### config.mk
export PLATFORM = sky130hd
export DESIGN_NAME = excp_commit_ctrl_flat
export DESIGN_NICKNAME = d
export VERILOG_FILES = /design/src/rtl/excp_commit_ctrl_if.sv /design/src/rtl/excp_commit_ctrl.sv /design/src/flat_wrapper.sv
export SDC_FILE = /design/constraint.sdc
export NUM_CORES = 1
export LEC_CHECK = 0
export BUFFER_PORTS_ARGS = -buffer_cell sky130_fd_sc_hd__buf_2
export CORE_ASPECT_RATIO = 0.7
export CORE_MARGIN = 5
export CORE_UTILIZATION = 40
export CTS_CLUSTER_DIAMETER = 150
export DETAILED_ROUTE_END_ITERATION = 12
export MAX_ROUTING_LAYER = met4
export PLACE_DENSITY = 0.71
export SLEW_MARGIN = 20
export SYNTH_ARGS = -nofsm -noshare
export SYNTH_HDL_FRONTEND = slang
export SYNTH_SLANG_ARGS = --single-unit
export TNS_END_PERCENT = 50
### constraint.sdc
create_clock -name clk -period 2.1 [get_ports clk]
set_input_delay 0.21 -clock clk [delete_from_list [all_inputs] [get_ports clk]]
set_output_delay 0.21 -clock clk [all_outputs]
set_load 0.02 [all_outputs]
### src/rtl/excp_commit_ctrl_if.sv
// WB-boundary bus between the writeback stage, the icache status and the CSR unit.
// The master drives the WB-stage instruction; the slave (commit controller) answers with
// stall/flush and the registered trap cause.
interface excp_commit_ctrl_if;
    // WB-stage / icache side
    logic        icache_busy;
    logic        left_valid;
    logic        ms_excp;
    logic        ertn;
    logic [15:0] excp_num;
    logic        int_pending;
    logic [31:0] pc;
    logic [31:0] mem_addr;
    // Commit / CSR side
    logic        stall;
    logic        excp_flush;
    logic        ertn_flush;
    logic [31:0] excp_era;
    logic [5:0]  ecode;
    logic [8:0]  esubcode;
    logic [31:0] badv;
    logic        badv_valid;
    logic        busy;

    modport master (
        output icache_busy, left_valid, ms_excp, ertn, excp_num, int_pending, pc, mem_addr,
        input  stall, excp_flush, ertn_flush, excp_era, ecode, esubcode, badv, badv_valid, busy
    );

    modport slave (
        input  icache_busy, left_valid, ms_excp, ertn, excp_num, int_pending, pc, mem_addr,
        output stall, excp_flush, ertn_flush, excp_era, ecode, esubcode, badv, badv_valid, busy
    );
endinterface

### src/rtl/excp_commit_ctrl.sv
// Commit-point sequencer for exceptions, interrupts and ertn. Captures the trapping WB
// instruction, waits for the icache to go idle, fires a single flush pulse with registered
// cause/badv/era, then holds the pipeline for a drain window.
module excp_commit_ctrl #(
    parameter int unsigned DRAIN_CYCLES = 2
) (
    input logic               clk,
    input logic               reset,
    excp_commit_ctrl_if.slave bus
);

    localparam int unsigned CntW = (DRAIN_CYCLES == 0) ? 1 : $clog2(DRAIN_CYCLES + 1);
    localparam logic [CntW-1:0] DrainInit =
        CntW'((DRAIN_CYCLES == 0) ? 0 : DRAIN_CYCLES - 1);

    // Exception codes
    localparam logic [5:0] EcodeInt  = 6'h00;
    localparam logic [5:0] EcodePil  = 6'h01;
    localparam logic [5:0] EcodePis  = 6'h02;
    localparam logic [5:0] EcodePif  = 6'h03;
    localparam logic [5:0] EcodePme  = 6'h04;
    localparam logic [5:0] EcodePpi  = 6'h07;
    localparam logic [5:0] EcodeAde  = 6'h08;
    localparam logic [5:0] EcodeAle  = 6'h09;
    localparam logic [5:0] EcodeSys  = 6'h0b;
    localparam logic [5:0] EcodeBrk  = 6'h0c;
    localparam logic [5:0] EcodeIne  = 6'h0d;
    localparam logic [5:0] EcodeIpe  = 6'h0e;
    localparam logic [5:0] EcodeTlbr = 6'h3f;

    localparam logic [8:0] EsubcodeAdef = 9'h000;
    localparam logic [8:0] EsubcodeAdem = 9'h001;

    typedef enum logic [1:0] {
        StIdle,
        StWaitIc,
        StCommit,
        StDrain
    } state_e;

    state_e          state_q, state_d;
    logic [CntW-1:0] cnt_q;

    logic            trig;
    logic            is_excp_in;

    // Capture registers; these drive the CSR-facing outputs directly
    logic            is_excp_q;
    logic [31:0]     era_q;
    logic [5:0]      ecode_q;
    logic [8:0]      esubcode_q;
    logic [31:0]     badv_q;
    logic            badv_valid_q;

    // Cause decode from the live WB inputs, only latched on capture
    logic [5:0]      cause_ecode;
    logic [8:0]      cause_esubcode;
    logic [31:0]     cause_badv;
    logic            cause_badv_valid;
    logic [3:0]      first_idx;
    logic            found;

    assign trig       = bus.left_valid & (bus.ms_excp | bus.ertn | bus.int_pending);
    assign is_excp_in = bus.ms_excp | bus.int_pending;

    // State register
    always_ff @(posedge clk) begin
        if (!reset) begin
            state_q <= StIdle;
        end else begin
            state_q <= state_d;
        end
    end

    // Next-state logic
    always_comb begin
        state_d = state_q;
        unique case (state_q)
            StIdle: begin
                if (trig) begin
                    state_d = bus.icache_busy ? StWaitIc : StCommit;
                end
            end
            StWaitIc: begin
                if (!bus.icache_busy) begin
                    state_d = StCommit;
                end
            end
            StCommit: begin
                state_d = (DRAIN_CYCLES == 0) ? StIdle : StDrain;
            end
            StDrain: begin
                if (cnt_q == '0) begin
                    state_d = StIdle;
                end
            end
            default: state_d = StIdle;
        endcase
    end

    // Outputs: stall/flush/busy decoded from the state
    always_comb begin
        bus.stall      = 1'b0;
        bus.excp_flush = 1'b0;
        bus.ertn_flush = 1'b0;
        bus.busy       = 1'b0;
        unique case (state_q)
            StIdle: begin
                // Hold the trapping instruction in WB in its very first cycle
                bus.stall = trig;
            end
            StWaitIc: begin
                bus.stall = 1'b1;
                bus.busy  = 1'b1;
            end
            StCommit: begin
                bus.stall      = 1'b1;
                bus.busy       = 1'b1;
                bus.excp_flush = is_excp_q;
                bus.ertn_flush = ~is_excp_q;
            end
            StDrain: begin
                bus.stall = 1'b1;
                bus.busy  = 1'b1;
            end
            default: begin
                bus.stall = 1'b0;
            end
        endcase
    end

    // Drain-window counter, loaded while in COMMIT
    always_ff @(posedge clk) begin
        if (!reset) begin
            cnt_q <= '0;
        end else if (state_q == StCommit) begin
            cnt_q <= DrainInit;
        end else if (state_q == StDrain && cnt_q != '0) begin
            cnt_q <= cnt_q - 1'b1;
        end
    end

    // Cause decode: interrupt first, then lowest set excp_num bit
    always_comb begin
        cause_ecode      = '0;
        cause_esubcode   = '0;
        cause_badv       = '0;
        cause_badv_valid = 1'b0;
        first_idx        = 4'd0;
        found            = 1'b0;
        for (int i = 15; i >= 1; i--) begin
            if (bus.excp_num[i]) begin
                first_idx = 4'(i);
                found     = 1'b1;
            end
        end
        if (!is_excp_in) begin
            // ertn only: cause fields stay zero
            cause_ecode = '0;
        end else if (bus.int_pending || bus.excp_num[0]) begin
            cause_ecode = EcodeInt;
        end else if (found) begin
            unique case (first_idx)
                4'd1: begin
                    cause_ecode      = EcodeAde;
                    cause_esubcode   = EsubcodeAdef;
                    cause_badv       = bus.pc;
                    cause_badv_valid = 1'b1;
                end
                4'd2: begin
                    cause_ecode      = EcodeTlbr;
                    cause_badv       = bus.pc;
                    cause_badv_valid = 1'b1;
                end
                4'd3: begin
                    cause_ecode      = EcodePif;
                    cause_badv       = bus.pc;
                    cause_badv_valid = 1'b1;
                end
                4'd4: begin
                    cause_ecode      = EcodePpi;
                    cause_badv       = bus.pc;
                    cause_badv_valid = 1'b1;
                end
                4'd5: cause_ecode = EcodeSys;
                4'd6: cause_ecode = EcodeBrk;
                4'd7: cause_ecode = EcodeIne;
                4'd8: cause_ecode = EcodeIpe;
                4'd9: begin
                    cause_ecode      = EcodeAle;
                    cause_badv       = bus.mem_addr;
                    cause_badv_valid = 1'b1;
                end
                4'd10: begin
                    cause_ecode      = EcodeAde;
                    cause_esubcode   = EsubcodeAdem;
                    cause_badv       = bus.mem_addr;
                    cause_badv_valid = 1'b1;
                end
                4'd11: begin
                    cause_ecode      = EcodeTlbr;
                    cause_badv       = bus.mem_addr;
                    cause_badv_valid = 1'b1;
                end
                4'd12: begin
                    cause_ecode      = EcodePme;
                    cause_badv       = bus.mem_addr;
                    cause_badv_valid = 1'b1;
                end
                4'd13: begin
                    cause_ecode      = EcodePpi;
                    cause_badv       = bus.mem_addr;
                    cause_badv_valid = 1'b1;
                end
                4'd14: begin
                    cause_ecode      = EcodePis;
                    cause_badv       = bus.mem_addr;
                    cause_badv_valid = 1'b1;
                end
                4'd15: begin
                    cause_ecode      = EcodePil;
                    cause_badv       = bus.mem_addr;
                    cause_badv_valid = 1'b1;
                end
                default: cause_ecode = '0;
            endcase
        end
    end

    // Capture the trapping instruction; values are held until the next capture
    always_ff @(posedge clk) begin
        if (!reset) begin
            is_excp_q    <= 1'b0;
            era_q        <= '0;
            ecode_q      <= '0;
            esubcode_q   <= '0;
            badv_q       <= '0;
            badv_valid_q <= 1'b0;
        end else if (state_q == StIdle && trig) begin
            is_excp_q    <= is_excp_in;
            era_q        <= bus.pc;
            ecode_q      <= cause_ecode;
            esubcode_q   <= cause_esubcode;
            badv_q       <= cause_badv;
            badv_valid_q <= cause_badv_valid;
        end
    end

    assign bus.excp_era   = era_q;
    assign bus.ecode      = ecode_q;
    assign bus.esubcode   = esubcode_q;
    assign bus.badv       = badv_q;
    assign bus.badv_valid = badv_valid_q;

endmodule
### src/flat_wrapper.sv
// flat-port wrapper written by rule: the top's interface ports become plain ports
module excp_commit_ctrl_flat 
#(
    parameter int unsigned DRAIN_CYCLES = 2
)
  (clk, reset, bus_icache_busy, bus_left_valid, bus_ms_excp, bus_ertn, bus_excp_num, bus_int_pending, bus_pc, bus_mem_addr, bus_stall, bus_excp_flush, bus_ertn_flush, bus_excp_era, bus_ecode, bus_esubcode, bus_badv, bus_badv_valid, bus_busy);
  excp_commit_ctrl_if bus_i ();
  input logic clk;
  input logic reset;
  input wire logic [$bits(bus_i.icache_busy)-1:0] bus_icache_busy;
  input wire logic [$bits(bus_i.left_valid)-1:0] bus_left_valid;
  input wire logic [$bits(bus_i.ms_excp)-1:0] bus_ms_excp;
  input wire logic [$bits(bus_i.ertn)-1:0] bus_ertn;
  input wire logic [$bits(bus_i.excp_num)-1:0] bus_excp_num;
  input wire logic [$bits(bus_i.int_pending)-1:0] bus_int_pending;
  input wire logic [$bits(bus_i.pc)-1:0] bus_pc;
  input wire logic [$bits(bus_i.mem_addr)-1:0] bus_mem_addr;
  output wire logic [$bits(bus_i.stall)-1:0] bus_stall;
  output wire logic [$bits(bus_i.excp_flush)-1:0] bus_excp_flush;
  output wire logic [$bits(bus_i.ertn_flush)-1:0] bus_ertn_flush;
  output wire logic [$bits(bus_i.excp_era)-1:0] bus_excp_era;
  output wire logic [$bits(bus_i.ecode)-1:0] bus_ecode;
  output wire logic [$bits(bus_i.esubcode)-1:0] bus_esubcode;
  output wire logic [$bits(bus_i.badv)-1:0] bus_badv;
  output wire logic [$bits(bus_i.badv_valid)-1:0] bus_badv_valid;
  output wire logic [$bits(bus_i.busy)-1:0] bus_busy;
  assign bus_i.icache_busy = bus_icache_busy;
  assign bus_i.left_valid = bus_left_valid;
  assign bus_i.ms_excp = bus_ms_excp;
  assign bus_i.ertn = bus_ertn;
  assign bus_i.excp_num = bus_excp_num;
  assign bus_i.int_pending = bus_int_pending;
  assign bus_i.pc = bus_pc;
  assign bus_i.mem_addr = bus_mem_addr;
  assign bus_stall = bus_i.stall;
  assign bus_excp_flush = bus_i.excp_flush;
  assign bus_ertn_flush = bus_i.ertn_flush;
  assign bus_excp_era = bus_i.excp_era;
  assign bus_ecode = bus_i.ecode;
  assign bus_esubcode = bus_i.esubcode;
  assign bus_badv = bus_i.badv;
  assign bus_badv_valid = bus_i.badv_valid;
  assign bus_busy = bus_i.busy;
  excp_commit_ctrl #(.DRAIN_CYCLES(DRAIN_CYCLES)) u_core (.clk(clk), .reset(reset), .bus(bus_i));
endmodule
After elaboration in Yosys (flattened, before gate mapping)

Cells that the tools add are included.

Flip-flop bits (word level): 85
Input bits: 87
Output and inout bits: 84

Add/sub/neg operators: 1
Equal/unequal tests: 21
Muxes and demuxes: 57
Bitwise gates (word level): 6
Reductions and logical operators: 16

Operators by type and width:

| cell                 | count |
|---|---|
| $mux W32             | 3 |
| $pmux W6 S12         | 1 |
| $pmux W32 S2         | 1 |
| $mux W4              | 15 |
| $eq A4 B4 Y1 const B | 8 |
| $mux W9              | 3 |
| $mux W1              | 25 |
| $mux W6              | 3 |
| $eq A4 B3 Y1 const B | 4 |
| $reduce_or A11 Y1    | 1 |
| $eq A4 B2 Y1 const B | 2 |
| $mux W2              | 4 |
| $pmux W2 S4          | 1 |
| $reduce_or A2 Y1     | 4 |
| $reduce_or A7 Y1     | 1 |
| $eq A2 B2 Y1 const B | 2 |
| $eq A4 B1 Y1 const B | 1 |
| $logic_not A2 Y1     | 2 |
| $ne A2 B1 Y1 const B | 2 |
| $reduce_bool A2 Y1   | 2 |
| $reduce_or A4 Y1     | 1 |
| $or A1 B1 Y1         | 3 |
| $reduce_and A3 Y1    | 1 |
| $reduce_or A3 Y1     | 1 |
| 8 further kinds      | 10 |

Depth between registers and ports, before layout

Depth in word-level cells: 21
Gate-level depth with buffers: 9
Gate-level depth less buffers: 8

Least setup slack after synthesis

No wires, ideal clock.

Kind: register -> register
Start: register u_core.state_q[0]
End: register u_core.badv_q[0], in the netlist u_core.bus.badv[0]
Setup time: 59 ps
Arrival time: 1875 ps
Data required time: 2041 ps
Slack: 166 ps
Stages on the path, launching flop included: 10
Period minus slack after synthesis: 1934 ps
Cells stage by stage: dfxtp_1 -> inv_1 -> ha_1 -> nand2_1 -> nor4b_2 -> o31a_4 -> nand2_4 -> nor2_4 -> buf_6 -> a221o_1

Longest elaborated chain between the ends: 2

Ends and longest elaborated chain:

| element                  | RTL line                | source |
|---|---|---|
| start: declaration       | excp_commit_ctrl.sv:41  | `state_e state_q, state_d;` |
| start signal: assignment | excp_commit_ctrl.sv:69  | `state_q <= StIdle;` |
| start signal: assignment | excp_commit_ctrl.sv:71  | `state_q <= state_d;` |
| $logic_not A2 Y1         | excp_commit_ctrl.sv:239 | `end else if (state_q == StIdle && trig) begin` |
| $logic_and A1 B1 Y1      | excp_commit_ctrl.sv:239 |  |
| end signal: assignment   | excp_commit_ctrl.sv:244 | `badv_q <= cause_badv;` |
| end: declaration         | excp_commit_ctrl.sv:52  | `logic [31:0] badv_q;` |

No other way between the ends.
A chain may end at the register's enable or synchronous reset.

Worst setup path after layout

Start: register u_core.state_q[1]
End: register u_core.badv_q[3], in the netlist u_core.bus.badv[3]

The elaborated chain is that of the path after synthesis.

==> metrics.yaml <==
run_status:
  status: "complete, but fails checks"
  violations: "setup timing"
global_routing:
  grt_max_degree: 42
  grt_pass1_vias: 3574
  grtUsageTotal_pct: 22.1
  overflow: 0
  antenna_found_initial: 0
  grt_first_pass_wirelength_um: 18100
worst_setup_path:
  required_ns: 2.37
  rrSetupSlack_ns: -0.01
  max_stage_delay_ns: 0.62
  crit_family: "simple AND/OR/NAND/NOR gates"
  cp_slowest_cell: "nor2_4"
  critPathKind: "flip-flop to flip-flop"
  crit_chain: "inv_2 > ha_4 > nand2_4 > nor4b_4 > o31a_4 > nand2_4 > nor2_4 > a221o_1"
  rr_startpoint: "u_core.state_q[1]"
  crit_path_end_kind: "flip-flop"
  critPathLaunch: "u_core.state_q[1]"
  crit_fanout: 32
  critPathBufInv: 1
  critPathArrivalTime_ns: 2.38
  start_kind: "flip-flop"
  crit_path_frequent_cell: "nand2_4"
pwr:
  ir_drop_mv: 0.690
  leakage_nw: 2.39
  cellPowerDensity_nw_per_um2: 972
  fin_total_pwr_mw: 4.67
yosys:
  ys_ff_latch: 76
  avgSynthCellArea_um2: 8.80
  yosysSeqAreaShare_pct: 43.8
  netlist_area_um2: 3480
  ys.flop_type: "dfxtp_1"
  ys_async_sr_fraction_pct: 0
  synth_edf_count: 0
  yosys_warnings: 0
  syn_inst: 395
  synth_cell_types: 59
clock_tree:
  cts_tree: "built"
  cts_root_buf: "clkbuf_16"
  postCtsHoldBufs: 0
  clock_sinks: 76
  cts_buffers: 9
  clk_latency_ns: 0.33
  cts.clk_slew.worst_paths_ns: 0.06
  htreeDepth: 3
  clockBufferDepth: 2
placed_design:
  hpwl_um: 8610
  port_buffers: 162
  gp_congestion: 0.900
  pre_cts_slack_ns: -0.230
drt:
  drc_errors: 0
  drt_pass1_iterations: 4
  wire_per_inst_um: 16.6
  vias: 3629
  routed_wl_um: 11400
  via_per_inst: 5.28
  drt_iter0_markers: 137
  ant_nets: 0
floorplan:
  die_area_um2: 10700
  core-area_um2: 8480
  io_pins: 171
  dieHeight_um: 88.0
  start_util_pct: 41.0
  fp.dieW_um: 121
  rows: 28
sta:
  timing.hold.ws_ns: 0.107
  layout_min_cycle_time_ns: 2.11
  rsz0062_at_grt: "yes"
  drv_slew: 0
  maxSlewHeadroom_pct: 46.0
  skew_ns: 0.00728
  timing.final.crit_share_pct: 101
  fmaxAchievable_mhz: 473
  finalSetupViolations: 13
  worstMarginPinSlew_ns: 0.808
  finalHoldViolations: 0
  setup_slack_ns: -0.0145
final_layout:
  nets: 656
  fillers: 780
  n_antenna_cell: 0
  final_common_cell: "buf_2"
  area_delta_synth_final_pct: 38.1
  mostFrequentLayoutCells: "162 x buf_2, 75 x dfxtp_1, 74 x nand2_1"
  drive_gt1_share_pct: 39.2
  post-route-util_pct: 56.6
job:
  max_cap_violations: 0
worst_hold_path:
  hold_class: "input pin to flip-flop"
  hp-start: "bus_mem_addr[5]"
synth_stat cells, drive strengths merged (2+ instances only):
| cell type | instances | share of area (%) |
|---|---|---|
| a221oi | 2 | 0.50 |
| dfxtp | 76 | 44 |
| o21ai | 2 | 0.29 |
| mux2i | 2 | 0.58 |
| nand4 | 2 | 0.36 |
| or3 | 2 | 0.36 |
| inv | 8 | 0.86 |
| and3 | 33 | 5.9 |
| nor4 | 3 | 1.2 |
| xnor2 | 2 | 0.50 |
| nor2 | 24 | 2.9 |
| or4 | 3 | 0.86 |
| a221o | 32 | 9.2 |
| o31ai | 2 | 0.43 |
| buf | 17 | 3.8 |
| a211oi | 4 | 0.86 |
| ha | 6 | 2.2 |
| nand2 | 77 | 8.6 |
| clkbuf | 19 | 2.1 |
| a21oi | 43 | 6.2 |
| nor3 | 4 | 0.58 |
| nor2b | 4 | 0.72 |
| mux2 | 2 | 0.65 |
| nand3 | 3 | 0.43 |
worst register-to-register path, delay by kind of cell, from the launching register on:
kind	cells	cell delay [ns]
compound gates	2	0.50
fa+ha+maj	1	0.15
buf+inv	1	0.08
flops	1	0.32
simple gates	4	1.01
logic make-up after synthesis:
group / synth area share, %
xor+xnor: 0.504
buf+inv: 6.84
simple gates: 22.9
mux: 1.22
fa+ha+maj: 2.16
compound gates: 22.5
flops: 43.8
other cells: 0.108
where the power goes:
group	leakage (nW)	switching [mW]	internal (mW)
registers	0.618	0.0822	1.61
logic	1.63	0.933	0.572
clock network	0.142	0.562	0.908
total	2.39	1.58	3.09
cell type report:
class                           count  area, um2  area share [%]
Sequential cell                    76       1520            31.7
Multi-Input combinational cell    281       1800            37.4
Clock buffer                       10        229            4.77
Timing Repair Buffer              186       1020            21.2
Tap cell                          120        150            3.13
Clock inverter                      5       53.8            1.12
Inverter                            9       33.8           0.704
flip-flops by register name (all words and copies together), names as in the netlist:
register               count
u_core.bus.esubcode        1
u_core.bus.excp_era       32
u_core.state_q             2
u_core.is_excp_q           1
u_core.bus.ecode           5
u_core.bus.badv_valid      1
u_core.bus.badv           32
u_core.cnt_q               2
path summary, 6_finish.rpt:
check / endpoint / cells past startpoint
setup / recovery: u_core.bus.badv[3] / 8
hold / removal: u_core.bus.badv[5] / 2
setup reg to reg: u_core.bus.badv[3] / 8
hold reg to reg: u_core.bus.excp_era[23] / 2
through the flow:
stage | TNS [ns] | cells | cell area, um2
2_1_floorplan | 0 | 402 | 3500
3_3_place_gp | -1.93 | 672 | 4490
3_5_place_dp | -6.70 | 672 | 4490
4_1_cts | -1.27 | 687 | 4800
5_1_grt | -5.11 | 687 | 4800
6_report | -0.0899 | 687 | 4800
metal layers:
layer  vias up  wire length, um  GRT usage [%]
met1      1701             5270           30.2
met4         0               47           4.58
li1       1745                -              -
met2       178             4950           32.3
met5         -                0              -
met3         5             1150           6.84
what timing repair did:
item,in CTS,in global routing
endpoints found under the setup margin,32,32
pin swaps,6,15
buffers inserted,0,0
gates resized for setup,8,0
Note: power is estimated with default switching activity, not from simulation.
